### config.mk
export PLATFORM = sky130hd
export DESIGN_NAME = pooling_backward_opt
export DESIGN_NICKNAME = d
export VERILOG_FILES = /design/src/rtl/pooling_backward_opt.sv
export SDC_FILE = /design/constraint.sdc
export NUM_CORES = 2
export LEC_CHECK = 0
export CELL_PAD_IN_SITES_DETAIL_PLACEMENT = 1
export CELL_PAD_IN_SITES_GLOBAL_PLACEMENT = 1
export CORE_ASPECT_RATIO = 0.75
export CORE_MARGIN = 4
export CORE_UTILIZATION = 45
export CTS_CLUSTER_DIAMETER = 100
export DETAILED_ROUTE_END_ITERATION = 16
export PLACE_DENSITY_LB_ADDON = 0.2
export SKIP_CTS_REPAIR_TIMING = 1
export SYNTH_ARGS = -nofsm -noshare
export SYNTH_HDL_FRONTEND = slang
export SYNTH_SLANG_ARGS = --single-unit
### constraint.sdc
create_clock -name clk -period 62.6 [get_ports clk]
set_input_delay 9.39 -clock clk [delete_from_list [all_inputs] [get_ports clk]]
set_output_delay 9.39 -clock clk [all_outputs]
set_load 0.02 [all_outputs]
### src/rtl/pooling_backward_opt.sv
// Max-pool gradient router: selected lane gets data*error (fp32, RNE, FTZ), other lanes zero.
// Latency 7 clk, one window per clk, no backpressure (inputs sampled every cycle).
module pooling_backward_opt #(
  parameter int k_w = 3,
  parameter int k_h = 3
) (
  input  logic        clk,
  input  logic        reset_n,
  input  logic [7:0]  max_flt_idx,
  input  logic [31:0] data_vect_in [k_w*k_h-1:0],
  input  logic [31:0] error_term,
  output logic [31:0] data_vect_out [k_w*k_h-1:0]
);

  localparam int WIDTH = k_w * k_h;

  typedef struct packed {
    logic nan;
    logic inf;
    logic zero;
    logic sign;
  } flags_t;

  // stage 0: lane select ahead of the register so only one operand pair is stored
  logic [31:0] sel_lane;
  always_comb begin
    sel_lane = '0;
    for (int i = 0; i < WIDTH; i++) begin
      if (max_flt_idx == 8'(i)) sel_lane = data_vect_in[i];
    end
  end

  logic [31:0] s0_a, s0_b;
  logic [7:0]  s0_idx;

  // multiplier stage 1: unpack, classify, sign and exponent
  logic        a_zero, a_inf, a_nan, b_zero, b_inf, b_nan;
  flags_t      u_flags;
  logic signed [9:0] u_exp;
  always_comb begin
    a_zero = (s0_a[30:23] == 8'h00);
    b_zero = (s0_b[30:23] == 8'h00);
    a_inf  = (s0_a[30:23] == 8'hFF) && (s0_a[22:0] == '0);
    b_inf  = (s0_b[30:23] == 8'hFF) && (s0_b[22:0] == '0);
    a_nan  = (s0_a[30:23] == 8'hFF) && (s0_a[22:0] != '0);
    b_nan  = (s0_b[30:23] == 8'hFF) && (s0_b[22:0] != '0);
    u_flags.nan  = a_nan | b_nan | (a_inf & b_zero) | (a_zero & b_inf);
    u_flags.inf  = a_inf | b_inf;
    u_flags.zero = a_zero | b_zero;
    u_flags.sign = s0_a[31] ^ s0_b[31];
    u_exp = $signed({2'b00, s0_a[30:23]}) + $signed({2'b00, s0_b[30:23]}) - 10'sd127;
  end

  flags_t            m1_flags, m2_flags, m3_flags, m4_flags;
  logic signed [9:0] m1_exp, m2_exp, m3_exp, m4_exp;
  logic [23:0]       m1_ma, m1_mb;
  logic [47:0]       m2_prod;
  logic [23:0]       m3_mant;
  logic              m3_g, m3_st;
  logic [22:0]       m4_frac;
  logic [31:0]       m5_res;
  logic [7:0]        idx_pipe [5];

  // stage 3: product is in [1,4), so at most a one-place right shift
  logic [23:0]       n_mant;
  logic              n_g, n_st;
  logic signed [9:0] n_exp;
  always_comb begin
    if (m2_prod[47]) begin
      n_mant = m2_prod[47:24];
      n_g    = m2_prod[23];
      n_st   = |m2_prod[22:0];
      n_exp  = m2_exp + 10'sd1;
    end else begin
      n_mant = m2_prod[46:23];
      n_g    = m2_prod[22];
      n_st   = |m2_prod[21:0];
      n_exp  = m2_exp;
    end
  end

  // stage 4: round to nearest even; a carry out renormalises to 1.0
  logic [24:0]       r_sum;
  logic [22:0]       r_frac;
  logic signed [9:0] r_exp;
  always_comb begin
    r_sum = {1'b0, m3_mant} + 25'(m3_g & (m3_st | m3_mant[0]));
    if (r_sum[24]) begin
      r_frac = r_sum[23:1];
      r_exp  = m3_exp + 10'sd1;
    end else begin
      r_frac = r_sum[22:0];
      r_exp  = m3_exp;
    end
  end

  // stage 5: specials take priority, then overflow/underflow of the rounded exponent
  logic [31:0] p_res;
  always_comb begin
    if (m4_flags.nan)
      p_res = 32'h7FC00000;
    else if (m4_flags.inf)
      p_res = {m4_flags.sign, 8'hFF, 23'h0};
    else if (m4_flags.zero)
      p_res = {m4_flags.sign, 31'h0};
    else if (m4_exp >= 10'sd255)
      p_res = {m4_flags.sign, 8'hFF, 23'h0};
    else if (m4_exp <= 10'sd0)
      p_res = {m4_flags.sign, 31'h0};
    else
      p_res = {m4_flags.sign, m4_exp[7:0], m4_frac};
  end

  always_ff @(posedge clk or posedge reset_n) begin
    if (reset_n) begin
      s0_a     <= '0;
      s0_b     <= '0;
      s0_idx   <= '0;
      m1_flags <= '0;
      m1_exp   <= '0;
      m1_ma    <= '0;
      m1_mb    <= '0;
      m2_flags <= '0;
      m2_exp   <= '0;
      m2_prod  <= '0;
      m3_flags <= '0;
      m3_exp   <= '0;
      m3_mant  <= '0;
      m3_g     <= 1'b0;
      m3_st    <= 1'b0;
      m4_flags <= '0;
      m4_exp   <= '0;
      m4_frac  <= '0;
      m5_res   <= '0;
      for (int i = 0; i < 5; i++) idx_pipe[i] <= '0;
      for (int i = 0; i < WIDTH; i++) data_vect_out[i] <= '0;
    end else begin
      s0_a     <= sel_lane;
      s0_b     <= error_term;
      s0_idx   <= max_flt_idx;

      m1_flags <= u_flags;
      m1_exp   <= u_exp;
      m1_ma    <= {1'b1, s0_a[22:0]};
      m1_mb    <= {1'b1, s0_b[22:0]};

      m2_flags <= m1_flags;
      m2_exp   <= m1_exp;
      m2_prod  <= {24'h0, m1_ma} * {24'h0, m1_mb};

      m3_flags <= m2_flags;
      m3_exp   <= n_exp;
      m3_mant  <= n_mant;
      m3_g     <= n_g;
      m3_st    <= n_st;

      m4_flags <= m3_flags;
      m4_exp   <= r_exp;
      m4_frac  <= r_frac;

      m5_res   <= p_res;

      // index travels with its product so the scatter matches the right window
      idx_pipe[0] <= s0_idx;
      for (int i = 1; i < 5; i++) idx_pipe[i] <= idx_pipe[i-1];

      for (int i = 0; i < WIDTH; i++)
        data_vect_out[i] <= (idx_pipe[4] == 8'(i)) ? m5_res : 32'h0;
    end
  end

endmodule

; ---- Word level (Yosys, flattened, before mapping)
; Index checks and enable logic that the tools add are counted.
[word_totals]
romBits = 0
n_memories = 0
register_bits = 633
output_inout_bits = 288
ramBits = 0
wordCells = 124
latch_bits = 0
[op_classes]
mul = 1
div = 0
eq_ne = 18
n_shift = 0
n_reduce_logical = 14
n_mux = 29
order_cmp = 2
n_addsub = 5
bitwise_logic = 10
[ops]
columns = cell, count
row1 = 32-bit 2-to-1 mux, 19
row2 = 31-bit 2-to-1 mux, 4
row3 = "8-bit by 3-bit == test with 1-bit output, second input constant", 8
row4 = 24-bit by 24-bit multiplier with 48-bit output, 1
row5 = 23-bit logical NOT, 2
row6 = 23-bit nonzero test, 2
row7 = "8-bit by 2-bit == test with 1-bit output, second input constant", 4
row8 = 8-bit logical NOT, 4
row9 = 24-bit by 1-bit adder with 25-bit output, 1
row10 = 24-bit 2-to-1 mux, 1
row11 = 23-bit 2-to-1 mux, 1
row12 = 23-bit OR reduction, 1
row13 = 22-bit OR reduction, 1
row14 = "10-bit by 2-bit adder with 10-bit output, second input constant", 2
row15 = 10-bit 2-to-1 mux, 2
row16 = "8-bit by 1-bit == test with 1-bit output, second input constant", 2
row17 = "8-bit by 4-bit == test with 1-bit output, second input constant", 2
row18 = "8-bit == test, second input constant", 2
row19 = "10-bit by 9-bit greater-or-equal comparator with 1-bit output, second input constant", 1
row20 = "10-bit by 1-bit less-or-equal comparator with 1-bit output, second input constant", 1
row21 = "9-bit by 7-bit subtractor with 10-bit output, second input constant", 1
row22 = 8-bit by 8-bit adder with 9-bit output, 1
row23 = 1-bit bitwise OR, 6
row24 = 1-bit logical AND, 4
row25 = other kinds (3), 6

; ---- Depth between registers and ports, before layout
[depth]
depth_word = 10
mapped_depth = 27
mapped_depth_nobuf = 25

; ---- Worst setup path before layout
; OpenSTA, ideal clock, no wires.
[synth_timing]
kind = input port to flip-flop
start = input max_flt_idx[0]
end = register s0_a[25]
path_slack_ns = 51.425
arrival_ns = 11.054
setup_ns = 0.121
stages = 7
n_path_buf = 5
required_time_ns = 62.479
path_cell_list = clkbuf_1 -> buf_2 -> buf_2 -> buf_2 -> buf_1 -> o21ai_0 -> a22o_1
[synth_via]
elab_chain_len = 10
[synth_rtl]
columns = item, line_no
row1 = start: declaration, 9  ; input logic [7:0] max_flt_idx,
row2 = 8-bit logical NOT, 29  ; if (max_flt_idx == 8'(i)) sel_lane = data_vect_in[i];
row3 = 32-bit 2-to-1 mux (8 in series), 29
row4 = 32-bit 2-to-1 mux *, 29
row5 = net sel_lane[25], 25  ; logic [31:0] sel_lane;
row6 = end signal: assignment, 138  ; s0_a <= sel_lane;
row7 = end: declaration, 33  ; logic [31:0] s0_a, s0_b;
; The timed path passes the listed nets; every way through them passes the cells marked *.

; ---- Worst setup path after layout
[layout_timing]
start = input max_flt_idx[2]
end = register s0_a[30]
; The elaborated chain is that of the path after synthesis.

==> metrics.txt <==
Die ar.=96,000 µm²; status=finished clean; largest net degree at the start of global routing=175; number of remaining DRC errors=0; top_reg_cell synth=dfrtp_1; PD cells=19.3 nW/µm²; most frequent cells in the layout=dfrtp_1 (632), clkdlybuf4s50_1 (615), and2_1 (582); Clk pin slew, worst setup/hold paths=0.07 ns; Starting Density=45.5%; Hold Slack=0.335 ns; Synth cell types=62; clock skew=0.0256 ns; Fin. Hold Viols=0; routed vias=29,188; post-synthesis net count=4,764; critical path endpoint category=register; Setup Crit Path Kind=in -> reg; GPL Wtd Cong=0.934; port bufs=617; FF+latch count, synth=632; Synth area leaders=dfrtp_1 (39%), fa_1 (24%), and2_1 (8.9%), ha_1 (5.9%), inv_1 (5.2%); htree depth=3; Synthesis Warnings=0; Slew @ Worst Pin=1.23 ns; worst-skew pair later-pin latency=0.63 ns; sequential area share after synthesis=38.6%; critical path launch point type=primary input; Core ar.=90,000 µm²; RSZ-0062 raised after global routing=no; vias in the first global route=32,940; final number of setup-violating endpoints=0; Clock Sinks=632; Iter 0 DRT Violations=1,936; cell taking the most area after synthesis=dfrtp_1; wire length per cell=24.2 µm; Data required, critical path=63.14 ns; max_cap viols=0; DP Wirelength=101,000 µm; post-route setup TNS=0 ns; initial antenna violation count=8; Mapped Area=41,000 µm²; vias per inst=5.22; clk buf depth=3; Die Height=269 µm; layout cell share with drive strength beyond 1=5.83%; leakage=0.0247 µW; FMAX=78.7 MHz; top cell type's share of synthesized area=38.6%; Num CTS Buffers=67; chip width=356 µm; dpl cell area=48,500 µm²; CTS tree=built; Fillers=9,666; FP Rows=95; commonest non-fill, non-tap cell in the layout=dfrtp_1; final period utilization=20.3%; maximum vdd ir drop=0.0000209 V; Root Driver=clkbuf_16; Pins Over Slew Limit=0; ys async rst share=100%; fin crit period=12.71 ns; Final ANT Viol Nets=0; Nets=5,327; Final Cell Area=50,800 µm²; Post-synth EDFFs=0; crit path DAT=13.25 ns; type of the worst min-delay path=reg -> reg; area grow syn2layout=23.9%; GRT Util Overall=28.3%; Post-Syn Instances=3,758; WL final=135,000 µm; Max-slew headroom=17.4%; IO Count=618; first-pass GRT wire length=206,000 µm; Pre-antenna DRT Iters=5; Crit Path Max Fanout=28; Congestion Overflow GR=0; post-synthesis area per instance=10.9 µm²
-- path summary, 6_finish.rpt --
check,endpoint,start,slack [ns],depth (start not counted)
hold / removal,idx_pipe[34],s0_idx[2],0.34,0
min in group asynchronous,idx_pipe[37],reset_n,9.28,2
setup reg to reg,m2_prod[40],m1_mb[4],54.28,22
hold reg to reg,idx_pipe[34],s0_idx[2],0.34,0
setup / recovery,s0_a[30],max_flt_idx[2],49.89,8
max in group asynchronous,data_vect_out[101],reset_n,50.87,4
-- metrics by stage --
stage / setup WS (ns) / power, µW / utilization [%] / cells
after floorplan: 35.51 / 517 / - / 3758
after global placement: 49.48 / 573 / 53.9 / 5464
after detailed placement: 49.38 / 577 / 53.9 / 5464
after CTS: 50.04 / 993 / 56.4 / 5585
after global routing: 49.68 / 1030 / 56.4 / 5588
final: 49.89 / 982 / 56.5 / 5592
-- flip-flops by register name (all words and copies together) (netlist names), 4 cells and up --
register and count:
m1_exp 10, m4_frac 23, m3_exp 10, m1_ma 24
m5_res 32, m2_flags 4, m2_prod 48, s0_idx 8
m3_mant 24, m1_mb 23, data_vect_out 288, s0_b 32
idx_pipe 40, m1_flags 4, m3_flags 4, s0_a 32
m4_flags 4, m4_exp 10, m2_exp 10
-- worst max-delay path, cell delays in order --
cell and delay [ns]:
clkdlybuf4s50_1 0.45, buf_4 0.32, clkinv_1 0.60, nor2_1 0.76, nand2_1 0.68, nor2_1 0.61, a2111oi_0 0.21, a21oi_1 0.20
-- kinds of logic (layout without fill, tap and decap cells) --
| logic type | Yosys count | in the layout | synth area share [%] |
|---|---|---|---|
| AND/OR/NAND/NOR | 1261 | 1261 | 16.2 |
| buffers and inverters | 746 | 1361 | 6.86 |
| AO/OA/AOI/OAI | 274 | 274 | 4.26 |
| flip-flops | 632 | 632 | 38.6 |
| other | 1 | 8 | 0.00915 |
| multiplexers | 82 | 82 | 2.80 |
| XOR/XNOR | 86 | 86 | 1.84 |
| adder cells (fa/ha/maj) | 676 | 676 | 29.5 |
-- per-layer routing --
layer	wire (µm)	global-route usage (%)	part of all wire (%)
met2	62700	44.7	46
met4	2620	6.33	1.9
met3	11200	7.50	8.3
met1	58700	39.5	43
met5	21	0	0.016
-- final cells by class --
type                    instances  area, µm²  share of cell area (%)
repair buffers                673       6600                    13.0
flip-flops and latches        632      15800                    31.1
multi-input cells            2380      22400                    44.1
well taps                    1212       1520                    2.99
inverters                     567       2140                    4.20
clock buffers                  94       1930                    3.80
diodes                          7       17.5                  0.0345
clock inverters                27        364                   0.717
-- power breakdown --
group | total [µW] | internal, µW | switching, µW | leakage, µW
clock network | 411 | 239 | 172 | 0.00112
logic | 125 | 56.1 | 68.9 | 0.0152
registers | 446 | 428 | 18.0 | 0.00835
-- cell usage after synthesis, drive strengths merged, types with 9 or more instances --
master and number:
nor4 24, and2 582, dfrtp 632, clkbuf 163
fa 483, mux4 22, o221ai 17, xor2 36
and3 38, o21ai 86, nand3 35, a31oi 9
o21bai 10, nor2 77, o211ai 13, nand2 430
a22oi 9, buf 16, xnor2 50, inv 566
ha 193, a211oi 10, mux2i 19, a21oi 62
mux2 41, nand4 27, nor3 16, a21o 27
(Power assumes the default switching activity.)
